[config.mk]
export PLATFORM = sky130hd
export DESIGN_NAME = imem_fetch_loader
export DESIGN_NICKNAME = d
export VERILOG_FILES = /design/src/rtl/imem_fetch_loader.sv
export SDC_FILE = /design/constraint.sdc
export NUM_CORES = 1
export LEC_CHECK = 0
export BUFFER_PORTS_ARGS = -buffer_cell sky130_fd_sc_hd__buf_2
export CORE_UTILIZATION = 52
export DETAILED_ROUTE_END_ITERATION = 10
export PLACE_DENSITY = 0.86
export REMOVE_ABC_BUFFERS = 1
export SLEW_MARGIN = 40
export SYNTH_ARGS = -nofsm -noshare
export SYNTH_HDL_FRONTEND = slang
export SYNTH_SLANG_ARGS = --single-unit
[constraint.sdc]
create_clock -name i_clk -period 3.3 [get_ports i_clk]
set_input_delay 0.33 -clock i_clk [delete_from_list [all_inputs] [get_ports i_clk]]
set_output_delay 0.33 -clock i_clk [all_outputs]
set_load 0.01 [all_outputs]
[src/rtl/imem_fetch_loader.sv]
// rtl/imem_fetch_loader.sv - instruction memory image loader and in-order fetch unit
// Streams a program image into the X/Y memory, then fetches words through a 2-entry buffer.
module imem_fetch_loader #(
    parameter int ADDR_BITS  = 4,
    parameter int DATA_WIDTH = 32,
    localparam int WAW       = 2*ADDR_BITS,
    localparam int PCW       = 2*ADDR_BITS + 2
) (
    input  logic                  i_clk,
    input  logic                  i_rst,
    input  logic                  i_load_valid,
    output logic                  o_load_ready,
    input  logic [DATA_WIDTH-1:0] i_load_data,
    input  logic                  i_load_last,
    output logic                  o_load_done,
    output logic [WAW:0]          o_load_count,
    input  logic                  i_start,
    input  logic                  i_stop,
    input  logic                  i_redirect_valid,
    input  logic [PCW-1:0]        i_redirect_pc,
    output logic                  o_inst_valid,
    input  logic                  i_inst_ready,
    output logic [DATA_WIDTH-1:0] o_inst_data,
    output logic [PCW-1:0]        o_inst_pc,
    output logic                  o_mem_we,
    output logic [ADDR_BITS-1:0]  o_mem_x_addr,
    output logic [ADDR_BITS-1:0]  o_mem_y_addr,
    output logic [DATA_WIDTH-1:0] o_mem_wdata,
    input  logic [DATA_WIDTH-1:0] i_mem_rdata
);

    typedef enum logic [1:0] {S_IDLE, S_LOAD, S_FETCH} state_t;

    state_t                r_state;
    state_t                w_state_next;
    logic [WAW-1:0]        r_ptr;
    logic [WAW:0]          r_load_count;
    logic                  r_load_done;
    logic [PCW-1:0]        r_fetch_pc;
    logic                  r_inflight;
    logic [PCW-1:0]        r_inflight_pc;
    logic [DATA_WIDTH-1:0] r_fifo_data [2];
    logic [PCW-1:0]        r_fifo_pc   [2];
    logic [1:0]            r_count;
    logic                  r_rd;

    logic                  w_load_hs;
    logic                  w_load_end;
    logic                  w_flush;
    logic                  w_pop;
    logic                  w_issue;
    logic                  w_wr;
    logic [1:0]            w_occ;
    logic [WAW-1:0]        w_waddr;

    assign w_load_hs  = i_load_valid && o_load_ready;
    assign w_load_end = w_load_hs && (i_load_last || (&r_ptr));
    assign w_flush    = (r_state == S_FETCH) && (i_stop || i_redirect_valid);
    assign w_pop      = o_inst_valid && i_inst_ready;
    assign w_occ      = r_count + {1'b0, r_inflight};
    // A slot freed by this cycle's pop may be claimed by a new read issued in the same cycle.
    assign w_issue    = (r_state == S_FETCH) && !w_flush &&
                        ((w_occ < 2'd2) || ((w_occ == 2'd2) && w_pop));
    assign w_wr       = r_rd ^ r_count[0];

    always_ff @(posedge i_clk) begin
        if (i_rst) begin
            r_state <= S_IDLE;
        end else begin
            r_state <= w_state_next;
        end
    end

    always_comb begin
        w_state_next = r_state;
        case (r_state)
            S_IDLE: begin
                if (w_load_hs) begin
                    w_state_next = w_load_end ? S_IDLE : S_LOAD;
                end else if (i_start && !i_stop) begin
                    w_state_next = S_FETCH;
                end
            end
            S_LOAD: begin
                if (w_load_end) begin
                    w_state_next = S_IDLE;
                end
            end
            S_FETCH: begin
                if (i_stop) begin
                    w_state_next = S_IDLE;
                end
            end
            default: w_state_next = S_IDLE;
        endcase
    end

    always_comb begin
        o_load_ready = !i_rst && (r_state != S_FETCH);
        o_mem_we     = i_load_valid && o_load_ready;
        o_mem_wdata  = i_load_data;
        w_waddr      = (r_state == S_FETCH) ? r_fetch_pc[PCW-1:2] : r_ptr;
        o_mem_x_addr = w_waddr[WAW-1:ADDR_BITS];
        o_mem_y_addr = w_waddr[ADDR_BITS-1:0];
        o_inst_valid = (r_count != 2'd0);
        o_inst_data  = r_fifo_data[r_rd];
        o_inst_pc    = r_fifo_pc[r_rd];
        o_load_done  = r_load_done;
        o_load_count = r_load_count;
    end

    always_ff @(posedge i_clk) begin
        if (i_rst) begin
            r_ptr          <= '0;
            r_load_count   <= '0;
            r_load_done    <= 1'b0;
            r_fetch_pc     <= '0;
            r_inflight     <= 1'b0;
            r_inflight_pc  <= '0;
            r_count        <= 2'd0;
            r_rd           <= 1'b0;
            r_fifo_data[0] <= '0;
            r_fifo_data[1] <= '0;
            r_fifo_pc[0]   <= '0;
            r_fifo_pc[1]   <= '0;
        end else begin
            r_load_done <= w_load_end;
            if (w_load_hs) begin
                r_ptr        <= w_load_end ? '0 : r_ptr + WAW'(1);
                r_load_count <= (r_state == S_IDLE) ? (WAW+1)'(1) : r_load_count + (WAW+1)'(1);
            end

            if ((r_state == S_IDLE) && (w_state_next == S_FETCH)) begin
                r_fetch_pc <= '0;
                r_inflight <= 1'b0;
                r_count    <= 2'd0;
                r_rd       <= 1'b0;
            end else if (w_flush) begin
                r_inflight <= 1'b0;
                r_count    <= 2'd0;
                r_rd       <= 1'b0;
                if (!i_stop) begin
                    r_fetch_pc <= i_redirect_pc & ~PCW'(3);
                end
            end else begin
                r_inflight <= w_issue;
                if (w_issue) begin
                    r_inflight_pc <= r_fetch_pc;
                    r_fetch_pc    <= r_fetch_pc + PCW'(4);
                end
                if (r_inflight) begin
                    r_fifo_data[w_wr] <= i_mem_rdata;
                    r_fifo_pc[w_wr]   <= r_inflight_pc;
                end
                r_count <= r_count + {1'b0, r_inflight} - {1'b0, w_pop};
                if (w_pop) begin
                    r_rd <= ~r_rd;
                end
            end
        end
    end

endmodule

# ---- Yosys cells after proc, flatten, opt, wreduce, memory -nomap -nowiden
# Memories as Yosys holds them, arrays and structs flattened. A register that Yosys moved wholly into a read port is not among the register bits.
# Cells that the tools add are included.
# W data, S select, Z words.
dict set report totals {
  reg_bits 44
  mem_bits_rw 84
  mem_count 2
  output_inout_bits 95
  elab_cells 82
}
dict set report op_classes {
  addsub 5
  order_cmp 1
  bitwise 4
  reduce_logical 26
  eq_ne 6
  mux 29
}
# name words word_bits rd rd_clocked_by_memory_dff write_ports line
set mem_list {}
lappend mem_list {r_fifo_data 2 32 1 1 2 42} ;# logic [DATA_WIDTH-1:0] r_fifo_data [2];
lappend mem_list {r_fifo_pc 2 10 1 1 2 43} ;# logic [PCW-1:0] r_fifo_pc [2];
# op n
set op_table {}
lappend op_table {{$mux W10} 4}
lappend op_table {{$mux W32} 1}
lappend op_table {{$reduce_or A32 Y1} 1}
lappend op_table {{$mux W1} 16}
lappend op_table {{$mux W8} 2}
lappend op_table {{$add A10 B3 Y10 const B} 1}
lappend op_table {{$logic_and A1 B1 Y1} 10}
lappend op_table {{$reduce_or A10 Y1} 1}
lappend op_table {{$add A9 B1 Y9 const B} 1}
lappend op_table {{$mux W9} 1}
lappend op_table {{$add A8 B1 Y8 const B} 1}
lappend op_table {{$mux W2} 4}
lappend op_table {{$reduce_and A8 Y1} 1}
lappend op_table {{$eq A2 B2 Y1 const B} 3}
lappend op_table {{$pmux W2 S3} 1}
lappend op_table {{$ne A2 B2 Y1 const B} 2}
lappend op_table {{$reduce_bool A2 Y1} 2}
lappend op_table {{$logic_not A1 Y1} 3}
lappend op_table {{$logic_or A1 B1 Y1} 3}
lappend op_table {{$not A1 Y1} 3}
lappend op_table {{$reduce_and A3 Y1} 1}
lappend op_table {{$reduce_or A3 Y1} 1}
lappend op_table {{$add A2 B1 Y2} 1}
lappend op_table {{$eq A2 B1 Y1 const B} 1}
lappend op_table {{other kinds (6)} 6}

# ---- Logic depth before layout (Yosys ltp)
dict set report logic_depth {
  ltp_word 14
  ltp_mapped 6
  mapped_depth_nobuf 6
}

# ---- Worst setup path before layout
# No wires, ideal clock.
dict set report synth_path {
  kind {flip-flop to flip-flop}
  from {register r_state[0]}
  to {memory r_fifo_data[0][0] (enable)}
  stages_incl_launch_ff 5
  setup_time_ns 0.399
  synth_period_minus_slack_ns 2.462
  path_slack_ns 0.838
  required_ns 2.901
  t_arrival_ns 2.063
  n_path_buf 0
  path_cell_list {dfxtp_1 > nor2_1 > a31oi_4 > nor4b_2 > or2_1}
}
# item line
set synth_lines {}
lappend synth_lines {{start, declared} 34} ;# state_t r_state;
lappend synth_lines {{start signal, assigned} 70} ;# r_state <= w_state_next;
lappend synth_lines {{end, declared} 42}

# ---- Worst setup path in the final report
dict set report layout_path {
  from {register r_count[0]}
  to {register r_fetch_pc[5]}
}
dict set report layout_between {
  elab_chain_cells 7
  elab_cells_between_ends 10
}
# item line
set layout_rtl {}
lappend layout_rtl {{start, declared} 44} ;# logic [1:0] r_count;
lappend layout_rtl {{start signal, assigned} 155} ;# r_count <= r_count + {1'b0, r_inflight} - {1'b0, w_pop};
lappend layout_rtl {{$add A2 B1 Y2 / $reduce_bool A2 Y1 (equally long branches)} {60, 105}}
lappend layout_rtl {{$eq A2 B2 Y1 / $logic_and A1 B1 Y1 (equally long branches)} {63, 59}}
lappend layout_rtl {{$logic_and A1 B1 Y1} 63} ;# ((w_occ < 2'd2) || ((w_occ == 2'd2) && w_pop));
lappend layout_rtl {{$logic_or A1 B1 Y1 *} 63}
lappend layout_rtl {{$logic_and A1 B1 Y1 *} 62} ;# assign w_issue = (r_state == S_FETCH) && !w_flush &&
lappend layout_rtl {{$reduce_bool A2 Y1 (no line) *} --}
lappend layout_rtl {{$reduce_and A2 Y1 (no line) *} --}
lappend layout_rtl {{end signal, assigned} 143} ;# r_fetch_pc <= i_redirect_pc & ~PCW'(3);
lappend layout_rtl {{end signal, assigned} 149} ;# r_fetch_pc <= r_fetch_pc + PCW'(4);
lappend layout_rtl {{end, declared} 39} ;# logic [PCW-1:0] r_fetch_pc;
# Mark *: on every way between the ends. The rest lies on a longest branch, timed or not.
# A chain may end at the register's enable or synchronous reset.

==> flow_metrics.env <==
export IMPL_syn_to_final_growth_pct=16.8
export IMPL_arrival_ns=2.52
export IMPL_cts_num_sinks=121
export IMPL_setup_viol=0
export IMPL_yosys_cell_types_count=60
export IMPL_htree_levels=4
export IMPL_path_max_fanout=8
export IMPL_grt_pass1_wl_um=21200
export IMPL_portBuffers=108
export IMPL_yosysSeqAreaShare_pct=54.6
export IMPL_reg2reg_from="r_count[0]"
export IMPL_most_common_layout_cells="buf_2, and2_1, edfxtp_1, mux2_2, dfxtp_1"
export IMPL_post_cts_buffers=0
export IMPL_synthesis_area_um2=5900
export IMPL_finalWirelength_um=13400
export IMPL_synth_seq_cells=121
export IMPL_synth_ff_type="edfxtp_1"
export IMPL_regToRegEndpoint="r_fetch_pc[5]"
export IMPL_ir_drop_mv=0.398
export IMPL_path_cells="ha_1 > nand2b_1 > a32oi_1 > nand2_1 > o31ai_1"
export IMPL_cap_violations=0
export IMPL_drive_above_1_share_pct=31.8
export IMPL_multi_input_area_um2=2290
export IMPL_leakagePower_nw=2.76
export IMPL_cp_slowest_stage_delay_ns=0.62
export IMPL_syn_area_per_cell_um2=11.3
export IMPL_worstHoldStart="i_stop"
export IMPL_yosysWarnings=0
export IMPL_syn_inst=521
export IMPL_wl_per_cell_um=17.8
export IMPL_ioPinCount=177
export IMPL_place_ws_ns=0.991
export IMPL_synth_edff_count=80
export IMPL_whs_endpoint="r_state[1]"
export IMPL_cts_tree="done"
export IMPL_grt_overflow_total=0
export IMPL_max_freq_mhz=452
export IMPL_numCtsBuffers=17
export IMPL_hp_class="input port to flop"
export IMPL_dr_pass1_iters=5
export IMPL_fin_nets=687
export IMPL_dieArea_um2=11800
export IMPL_hold_viol_final=0
export IMPL_crit_type="flop to flop"
export IMPL_endpoint_kind="flop"
export IMPL_min_period_ns=2.21
export IMPL_drc=0
export IMPL_cts_root_buf="clkbuf_16"
export IMPL_tightest_slew_ns=0.751
export IMPL_num_fill_cells=866
export IMPL_num_rows=38
export IMPL_grt_util_all_layers_pct=23.8
export IMPL_start_util_pct=53.9
export IMPL_crit_required_ns=3.61
export IMPL_placed_area_um2=6330
export IMPL_finalWorstSetupSlack_ns=1.09
export IMPL_skew_ns=0.0101
export IMPL_drt_vias_per_instance=5.67
export IMPL_cts_resized=0
export IMPL_slowest_stage="a32oi_1"
export IMPL_r2r_cells=5
export IMPL_final_area_um2=6890
export IMPL_insertion_delay_ns=0.40
export IMPL_final_period_utilization_pct=67.0
export IMPL_grt_pass1_vias=4131
export IMPL_slew_limit_headroom_pct=49.7
export IMPL_ant_nets=0
export IMPL_rsz0062_at_grt="no"
export IMPL_antenna_cells=0
export IMPL_regArea_um2=3230
export IMPL_die_height_um=109
export IMPL_async_flop_share_pct=0
export IMPL_grt_max_degree=41
export IMPL_die_w_um=109
export IMPL_start_kind="flop"
export IMPL_antenna_found_initial=0
export IMPL_ff2ff_setup_slack_ns=1.09
export IMPL_status="finished clean"
export IMPL_whs_path_depth=2
export IMPL_slew_violations=0
export IMPL_dr_total_vias=4266
export IMPL_path_clk_slew_ns=0.06
export IMPL_fin_setup_tns_ns=0
export IMPL_fp_coreArea_um2=10900
export IMPL_globalplace_congestion=0.895
export IMPL_clk_path_buf_depth=2
export IMPL_drtIter0Drc=315
export IMPL_fin_total_pwr_mw=3.62
export IMPL_final_common_cell="buf_2"
export IMPL_postCtsHoldBufs=0
export IMPL_hpwlAfterDp_um=8910
export IMPL_p_per_area_nw_per_um2=526
through the flow:
step	util (%)	hold slack, ns	std cells
floorplan	-	0.399	466
global placement	57.8	0.465	721
detailed placement	57.8	0.477	721
CTS	63.0	0.179	753
global route	63.0	0.195	753
finish	63.0	0.200	753
worst max-delay path by stage:
| stage | startpoint | endpoint | slack, ns | cells after the start |
|---|---|---|---|---|
| after floorplan | r_state[0] | r_fifo_data[0][0] | -0.53 | 4 |
| after global placement | i_load_valid | r_fifo_data[1][17] | 0.84 | 5 |
| after detailed placement | i_load_valid | r_fifo_data[0][9] | 0.99 | 6 |
| after CTS | r_state[0] | r_fifo_data[0][17] | 1.12 | 5 |
| after global routing | r_count[0] | r_fetch_pc[8] | 0.94 | 5 |
| final | r_count[0] | r_fetch_pc[5] | 1.09 | 5 |
state kept, by name, summed over array words and instances, names as in the netlist, named ones only:
signal / cells
o_load_count: 9
r_inflight_pc: 8
o_load_done: 1
r_ptr: 8
r_count: 2
r_rd: 1
r_inflight: 1
r_fetch_pc: 8
r_fifo_pc: 16
r_fifo_data: 64
r_state: 2
cells in the mapped netlist, types with 9 or more instances:
cell type | instances | share of area [%]
and2_1 | 81 | 8.6
nand2_1 | 35 | 2.2
edfxtp_1 | 80 | 41
o21ai_0 | 13 | 1.1
dfxtp_1 | 41 | 14
clkbuf_1 | 9 | 0.57
nor2_1 | 20 | 1.3
nand3_1 | 17 | 1.4
mux2_2 | 40 | 7.6
buf_4 | 35 | 4.5
a21oi_1 | 25 | 2.1
layout make-up:
type	instances	area share, %
Sequential cell	121	46.8
Clock buffer	19	6.29
Tap cell	140	2.54
Timing Repair Buffer	115	8.61
Clock inverter	13	1.87
Multi-Input combinational cell	335	33.3
Inverter	10	0.545
critical path, delay by kind of cell, from the launching register on:
| family | cells | cell delay (ns) |
|---|---|---|
| fa+ha+maj | 1 | 0.30 |
| simple gates | 2 | 0.47 |
| flops | 1 | 0.41 |
| compound gates | 2 | 0.94 |
cell families after synthesis:
logic type,after synthesis,share of synthesized area [%]
multiplexers,42,7.98
adder cells (fa/ha/maj),5,1.06
buffers and inverters,66,6.72
AO/OA/AOI/OAI,80,8.93
other,1,0.0636
XOR/XNOR,9,1.34
flip-flops,121,54.6
AND/OR/NAND/NOR,197,19.3
layer usage:
metal | vias to the layer above | part of all wire [%] | track usage [%]
li1 | 1999 | - | -
met1 | 2043 | 43 | 29.9
met2 | 208 | 46 | 36.1
met3 | 14 | 10 | 11.6
met4 | 2 | 0.67 | 6.27
met5 | - | 0.22 | 4.02
power by group:
| part | internal [mW] | leakage (nW) | total, mW | switching, mW |
|---|---|---|---|---|
| sequential | 1.65 | 1.16 | 1.67 | 0.0210 |
| clock | 1.10 | 0.260 | 1.75 | 0.647 |
| combinational | 0.0826 | 1.34 | 0.201 | 0.118 |
| total | 2.84 | 2.76 | 3.62 | 0.786 |
Power figures use the tool's default switching activity.
